`config.mk`:
```
export PLATFORM = sky130hd
export DESIGN_NAME = spi_bus_arbiter
export DESIGN_NICKNAME = d
export VERILOG_FILES = /design/src/rtl/spi_arb_pkg.sv /design/src/rtl/spi_bus_arbiter_rr.sv /design/src/rtl/spi_bus_arbiter.sv
export SDC_FILE = /design/constraint.sdc
export NUM_CORES = 1
export LEC_CHECK = 0
export BUFFER_PORTS_ARGS = -buffer_cell sky130_fd_sc_hd__buf_4
export CAP_MARGIN = 5
export CORE_MARGIN = 2
export CORE_UTILIZATION = 55
export DETAILED_ROUTE_END_ITERATION = 10
export GPL_TIMING_DRIVEN = 0
export PLACE_DENSITY = 0.9
export SLEW_MARGIN = 30
export SYNTH_ARGS = -nofsm -noshare
export SYNTH_HDL_FRONTEND = slang
export SYNTH_SLANG_ARGS = --single-unit
```
`constraint.sdc`:
```
create_clock -name clk -period 3.3 [get_ports clk]
set_input_delay 0.33 -clock clk [delete_from_list [all_inputs] [get_ports clk]]
set_output_delay 0.33 -clock clk [all_outputs]
set_load 0.02 [all_outputs]
```
`src/rtl/spi_arb_pkg.sv`:
```
// Shared types and constants for the SPI bus arbiter and the requesters that sit on it.
package spi_arb_pkg;

   typedef enum logic [1:0] {
      IDLE  = 2'd0,
      ISSUE = 2'd1,
      BUSY  = 2'd2,
      GAP   = 2'd3
   } arb_state_e;

   localparam int unsigned DEF_NUM_REQ     = 2;
   localparam int unsigned DEF_GAP_CYC     = 4;
   localparam int unsigned DEF_TIMEOUT_CYC = 4096;

   localparam int unsigned CMD_W = 16;
   localparam int unsigned RD_W  = 8;

   // Command words shared with the requester FSMs (bit 15 set = register read)
   localparam logic [CMD_W-1:0] CMD_RD_FLAG      = 16'h8000;
   localparam logic [CMD_W-1:0] CMD_INERT_WHOAMI = 16'h8F00;
   localparam logic [CMD_W-1:0] CMD_INERT_INTCFG = 16'h0D02;
   localparam logic [CMD_W-1:0] CMD_INERT_PITCH  = 16'hA200;
   localparam logic [CMD_W-1:0] CMD_INERT_YAW    = 16'hA600;

endpackage

```
`src/rtl/spi_bus_arbiter_rr.sv`:
```
// Combinational round-robin picker: first pending requester at or after the pointer.
module rr_arbiter
   import spi_arb_pkg::*;
#(
   parameter int unsigned N  = DEF_NUM_REQ,
   parameter int unsigned PW = $clog2(DEF_NUM_REQ)
) (
   input  logic [N-1:0]  pending,
   input  logic [PW-1:0] ptr,
   output logic [N-1:0]  grant,
   output logic          valid
);

   localparam int unsigned SW = PW + 1;

   logic [SW-1:0] sum;
   logic [PW-1:0] idx;
   logic          found;

   // Walk the requesters starting at ptr, wrapping modulo N
   always_comb begin
      grant = '0;
      found = 1'b0;
      sum   = '0;
      idx   = '0;
      for (int unsigned k = 0; k < N; k++) begin
         sum = {1'b0, ptr} + SW'(k);
         if (sum >= SW'(N)) sum = sum - SW'(N);
         idx = sum[PW-1:0];
         if (!found && pending[idx]) begin
            grant[idx] = 1'b1;
            found      = 1'b1;
         end
      end
      valid = found;
   end

endmodule

```
`src/rtl/spi_bus_arbiter.sv`:
```
// Shares one SPI_mstr16 between NUM_REQ requesters: captures strobes, grants round-robin,
// returns done/rd_data to the owner and steers the master's SS_n to the owner's slave.
module spi_bus_arbiter
   import spi_arb_pkg::*;
#(
   parameter int unsigned NUM_REQ     = DEF_NUM_REQ,
   parameter int unsigned GAP_CYC     = DEF_GAP_CYC,
   parameter int unsigned TIMEOUT_CYC = DEF_TIMEOUT_CYC
) (
   input  logic                            clk,
   input  logic                            rst,
   input  logic [NUM_REQ-1:0]              req_wrt,
   input  logic [NUM_REQ-1:0][CMD_W-1:0]   req_cmd,
   output logic [NUM_REQ-1:0]              req_done,
   output logic [RD_W-1:0]                 req_rd_data,
   output logic [NUM_REQ-1:0]              req_busy,
   output logic                            mstr_wrt,
   output logic [CMD_W-1:0]                mstr_cmd,
   input  logic                            mstr_done,
   input  logic [RD_W-1:0]                 mstr_rd_data,
   input  logic                            mstr_SS_n,
   output logic [NUM_REQ-1:0]              SS_n_out,
   output logic [NUM_REQ-1:0]              err_ovf,
   output logic                            err_timeout
);

   localparam int unsigned PW = $clog2(NUM_REQ);
   localparam int unsigned GW = $clog2(GAP_CYC + 1);
   localparam int unsigned TW = $clog2(TIMEOUT_CYC + 1);

   arb_state_e                      state;
   logic [PW-1:0]                   owner;
   logic [PW-1:0]                   rr_ptr;
   logic [PW-1:0]                   grant_idx;
   logic [NUM_REQ-1:0]              pending;
   logic [NUM_REQ-1:0]              grant;
   logic                            grant_vld;
   logic [NUM_REQ-1:0][CMD_W-1:0]   cmd_q;
   logic [GW-1:0]                   gap_cnt;
   logic [TW-1:0]                   to_cnt;

   rr_arbiter #(
      .N  (NUM_REQ),
      .PW (PW)
   ) u_rr (
      .pending (pending),
      .ptr     (rr_ptr),
      .grant   (grant),
      .valid   (grant_vld)
   );

   always_comb begin
      grant_idx = '0;
      for (int unsigned i = 0; i < NUM_REQ; i++) begin
         if (grant[i]) grant_idx = PW'(i);
      end
   end

   // Owner stops counting as busy once its transaction reaches GAP
   always_comb begin
      for (int unsigned i = 0; i < NUM_REQ; i++) begin
         req_busy[i] = pending[i] | ((owner == PW'(i)) && ((state == ISSUE) || (state == BUSY)));
         SS_n_out[i] = ((owner == PW'(i)) && (state != IDLE)) ? mstr_SS_n : 1'b1;
      end
   end

   always_ff @(posedge clk) begin
      if (rst) begin
         state       <= IDLE;
         owner       <= '0;
         rr_ptr      <= '0;
         pending     <= '0;
         cmd_q       <= '0;
         mstr_wrt    <= 1'b0;
         mstr_cmd    <= '0;
         req_done    <= '0;
         req_rd_data <= '0;
         err_ovf     <= '0;
         err_timeout <= 1'b0;
         gap_cnt     <= '0;
         to_cnt      <= '0;
      end else begin
         mstr_wrt <= 1'b0;
         req_done <= '0;

         case (state)
            IDLE: begin
               if (grant_vld) begin
                  owner    <= grant_idx;
                  mstr_wrt <= 1'b1;
                  mstr_cmd <= cmd_q[grant_idx];
                  state    <= ISSUE;
               end
            end
            ISSUE: begin
               pending[owner] <= 1'b0;
               to_cnt         <= '0;
               state          <= BUSY;
            end
            BUSY: begin
               if (mstr_done) begin
                  req_rd_data     <= mstr_rd_data;
                  req_done[owner] <= 1'b1;
                  gap_cnt         <= '0;
                  state           <= GAP;
               end else begin
                  // Timeout is only flagged; the transaction keeps waiting for done
                  if (to_cnt == TW'(TIMEOUT_CYC - 1)) err_timeout <= 1'b1;
                  if (to_cnt != TW'(TIMEOUT_CYC)) to_cnt <= to_cnt + TW'(1);
               end
            end
            GAP: begin
               if (gap_cnt == GW'(GAP_CYC - 1)) begin
                  rr_ptr <= (owner == PW'(NUM_REQ - 1)) ? '0 : owner + PW'(1);
                  state  <= IDLE;
               end else begin
                  gap_cnt <= gap_cnt + GW'(1);
               end
            end
            default: state <= IDLE;
         endcase

         // Strobe capture; a strobe while busy is dropped and flagged
         for (int unsigned i = 0; i < NUM_REQ; i++) begin
            if (req_wrt[i]) begin
               if (req_busy[i]) begin
                  err_ovf[i] <= 1'b1;
               end else begin
                  pending[i] <= 1'b1;
                  cmd_q[i]   <= req_cmd[i];
               end
            end
         end
      end
   end

endmodule
```
==> impl_metrics.yaml <==
timing:
  timing.setup.tns_ps: 0
  drv_slew: 0
  post-route-min-period_ps: 2050
  skew_ps: 15.8
  setup_viol: 0
  slew_headroom_pct: 57.8
  hold_violations: 0
  grt_setup_unrepaired: "no"
  min_period_over_period_pct: 62.0
  worst_pin_slew_ps: 633
  holdWs_ps: 194
  timing.fmax_ghz: 0.489
synth:
  synth_common_cells: "dfxtp_1 (84), nand2_1 (51), nor2_1 (48), a21oi_1 (41), mux2i_1 (33)"
  synth_area_leaders: "dfxtp_1 (48%), mux2i_1 (9.4%), a21oi_1 (5.8%)"
  netlist_area_mm2: 0.00353
  synth_nets: 446
  async_flop_share_pct: 0
  yosys_warnings: 0
  ys_ff_latch: 84
  ys.flop_type: "dfxtp_1"
  synth_top_area_share_pct: 47.7
  synthCells: 392
  synth_edf_count: 0
  synth_cell_types: 42
  seq_area_frac_synth_pct: 47.7
  postSynthAreaPerCell_um2: 8.99
  yosys.area.top_type: "dfxtp_1"
  yosysMostFrequentCell: "dfxtp_1"
place:
  io_buffers: 78
  post-dp-hpwl_um: 6320
  routabilityCongestion: 0.876
drt:
  wl_per_cell_um: 15.8
  vias: 3253
  drc: 0
  post_drt_via_cell_ratio: 5.78
  ant_nets: 0
  first_pass_iters: 5
  detail_route.iter0.violations: 195
  drt_wl_total_um: 8880
critical_path:
  crit_path_end_kind: "flop"
  cp_max_fo: 10
  cp.required_ps: 3600
  critical_path_class: "flop to flop"
  cp.arrival_ps: 2350
  cp-start-kind: "flop"
clock_tree:
  cts_max_level: 3
  cts_root_buf: "clkbuf_8"
  cts_setup_buffers: 0
  insertion_delay_ps: 370
  ctsHoldBuffers: 0
  numCtsBuffers: 9
  path_clk_slew_ps: 100
  clock_sinks: 84
  cts_tree: "yes"
  cts_buffer_depth: 2
  ctsResizeCount: 0
grt:
  antenna_found_initial: 0
  track_usage_pct: 25.7
  gr-total-overflow: 0
  grt_max_degree: 19
  grt_pass1_wl_um: 14600
  grt_pass1_vias: 3176
final_layout:
  ff_latch_area_mm2: 0.00168
  final_layout_size_suffix_gt1_share_pct: 24.1
  fin_nets: 535
  fillers: 468
  area.growth.synth_to_final_pct: 24.9
  fin_util_pct: 70.1
  multi_input_area_mm2: 0.00168
  antennaDiodeCount: 0
job:
  maxCapViolCount: 0
floorplanning:
  coreArea_mm2: 0.00628
  die_width_um: 84.1
  die_h_um: 84.1
  initial_core_util_pct: 56.2
  io_pins: 80
  num_rows: 29
  fp.dieArea_mm2: 0.00707
run_status:
  status: "completed"
power_and_ir_drop:
  p_leak_nw: 1.84
  peakVddDrop_mv: 0.544
  cellPowerDensity_mw_per_mm2: 736
min_path:
  hold_path_class: "input port to flop"
## flip-flops by register name, summed over array words and instances, names as in the netlist
name         flops
cmd_q           32
err_ovf          2
err_timeout      1
gap_cnt          3
mstr_cmd        16
mstr_wrt         1
owner            1
pending          2
req_done         2
req_rd_data      8
rr_ptr           1
state            2
to_cnt          13
## path summary, 6_finish.rpt
| path | endpoint | slack, ps | startpoint | cells past startpoint |
|---|---|---|---|---|
| worst max-delay path | cmd_q[28]$_SDFFE_PP0P_ | 1250 | state[1]$_SDFFE_PP0P_ | 7 |
| worst min-delay path | cmd_q[9]$_SDFFE_PP0P_ | 190 | req_cmd[9] | 3 |
| worst max register to register | cmd_q[28]$_SDFFE_PP0P_ | 1250 | state[1]$_SDFFE_PP0P_ | 7 |
| worst min register to register | cmd_q[22]$_SDFFE_PP0P_ | 460 | cmd_q[22]$_SDFFE_PP0P_ | 2 |
## logic make-up after synthesis
family	synth area share, %
AND/OR/NAND/NOR	19.8
flip-flops	47.7
AO/OA/AOI/OAI	15.1
buffers and inverters	4.68
multiplexers	9.37
adder cells (fa/ha/maj)	2.84
XOR/XNOR	0.497
## final cells by class
class | count | share of cell area [%]
multi-input combinational | 272 | 38.1
inverter | 13 | 1.11
timing repair buffer | 78 | 13.3
buffer | 23 | 2.64
tap | 77 | 2.19
clock buffer | 9 | 2.81
sequential | 84 | 38.2
clock inverter | 7 | 1.62
## critical path, cell delays in order, from the launching register on
cell	delay, ps
dfxtp_1	390
inv_1	80
ha_1	360
a21oi_1	120
nand2_1	270
clkbuf_1	470
nand2_1	120
a21oi_1	170
## metrics by stage
stage	total power, mW	instances	instance area, µm²	setup slack, ps
after global routing	3.41	563	4400	1060
after floorplan	2.10	392	3530	1620
after detailed placement	2.51	547	4210	1330
final	3.24	563	4400	1250
after CTS	3.24	563	4400	1270
after global placement	2.46	547	4210	1410
## layout by cell type (no fill, tap or decap), types with 5 or more instances in the layout
| cell | n |
|---|---|
| dfxtp_1 | 84 |
| buf_4 | 80 |
| nand2_1 | 51 |
| nor2_1 | 48 |
| a21oi_1 | 41 |
| mux2i_1 | 33 |
| a211oi_1 | 18 |
| nand3_1 | 17 |
| clkbuf_1 | 13 |
| inv_1 | 11 |
| clkbuf_8 | 9 |
| ha_1 | 8 |
| buf_2 | 6 |
| o21ai_0 | 5 |
## layer usage
metal,global-route usage (%),part of all wire [%]
met5,0,0
met4,12.9,3.1
met3,5.24,5.5
met2,43.4,51
met1,30.9,40
## where the power goes
group	internal, mW	switching (mW)	total, mW
Sequential	1.19	0.113	1.30
Combinational	0.499	0.708	1.21
Clock	0.301	0.430	0.731
No activity file was read; power rests on OpenSTA's default activity.
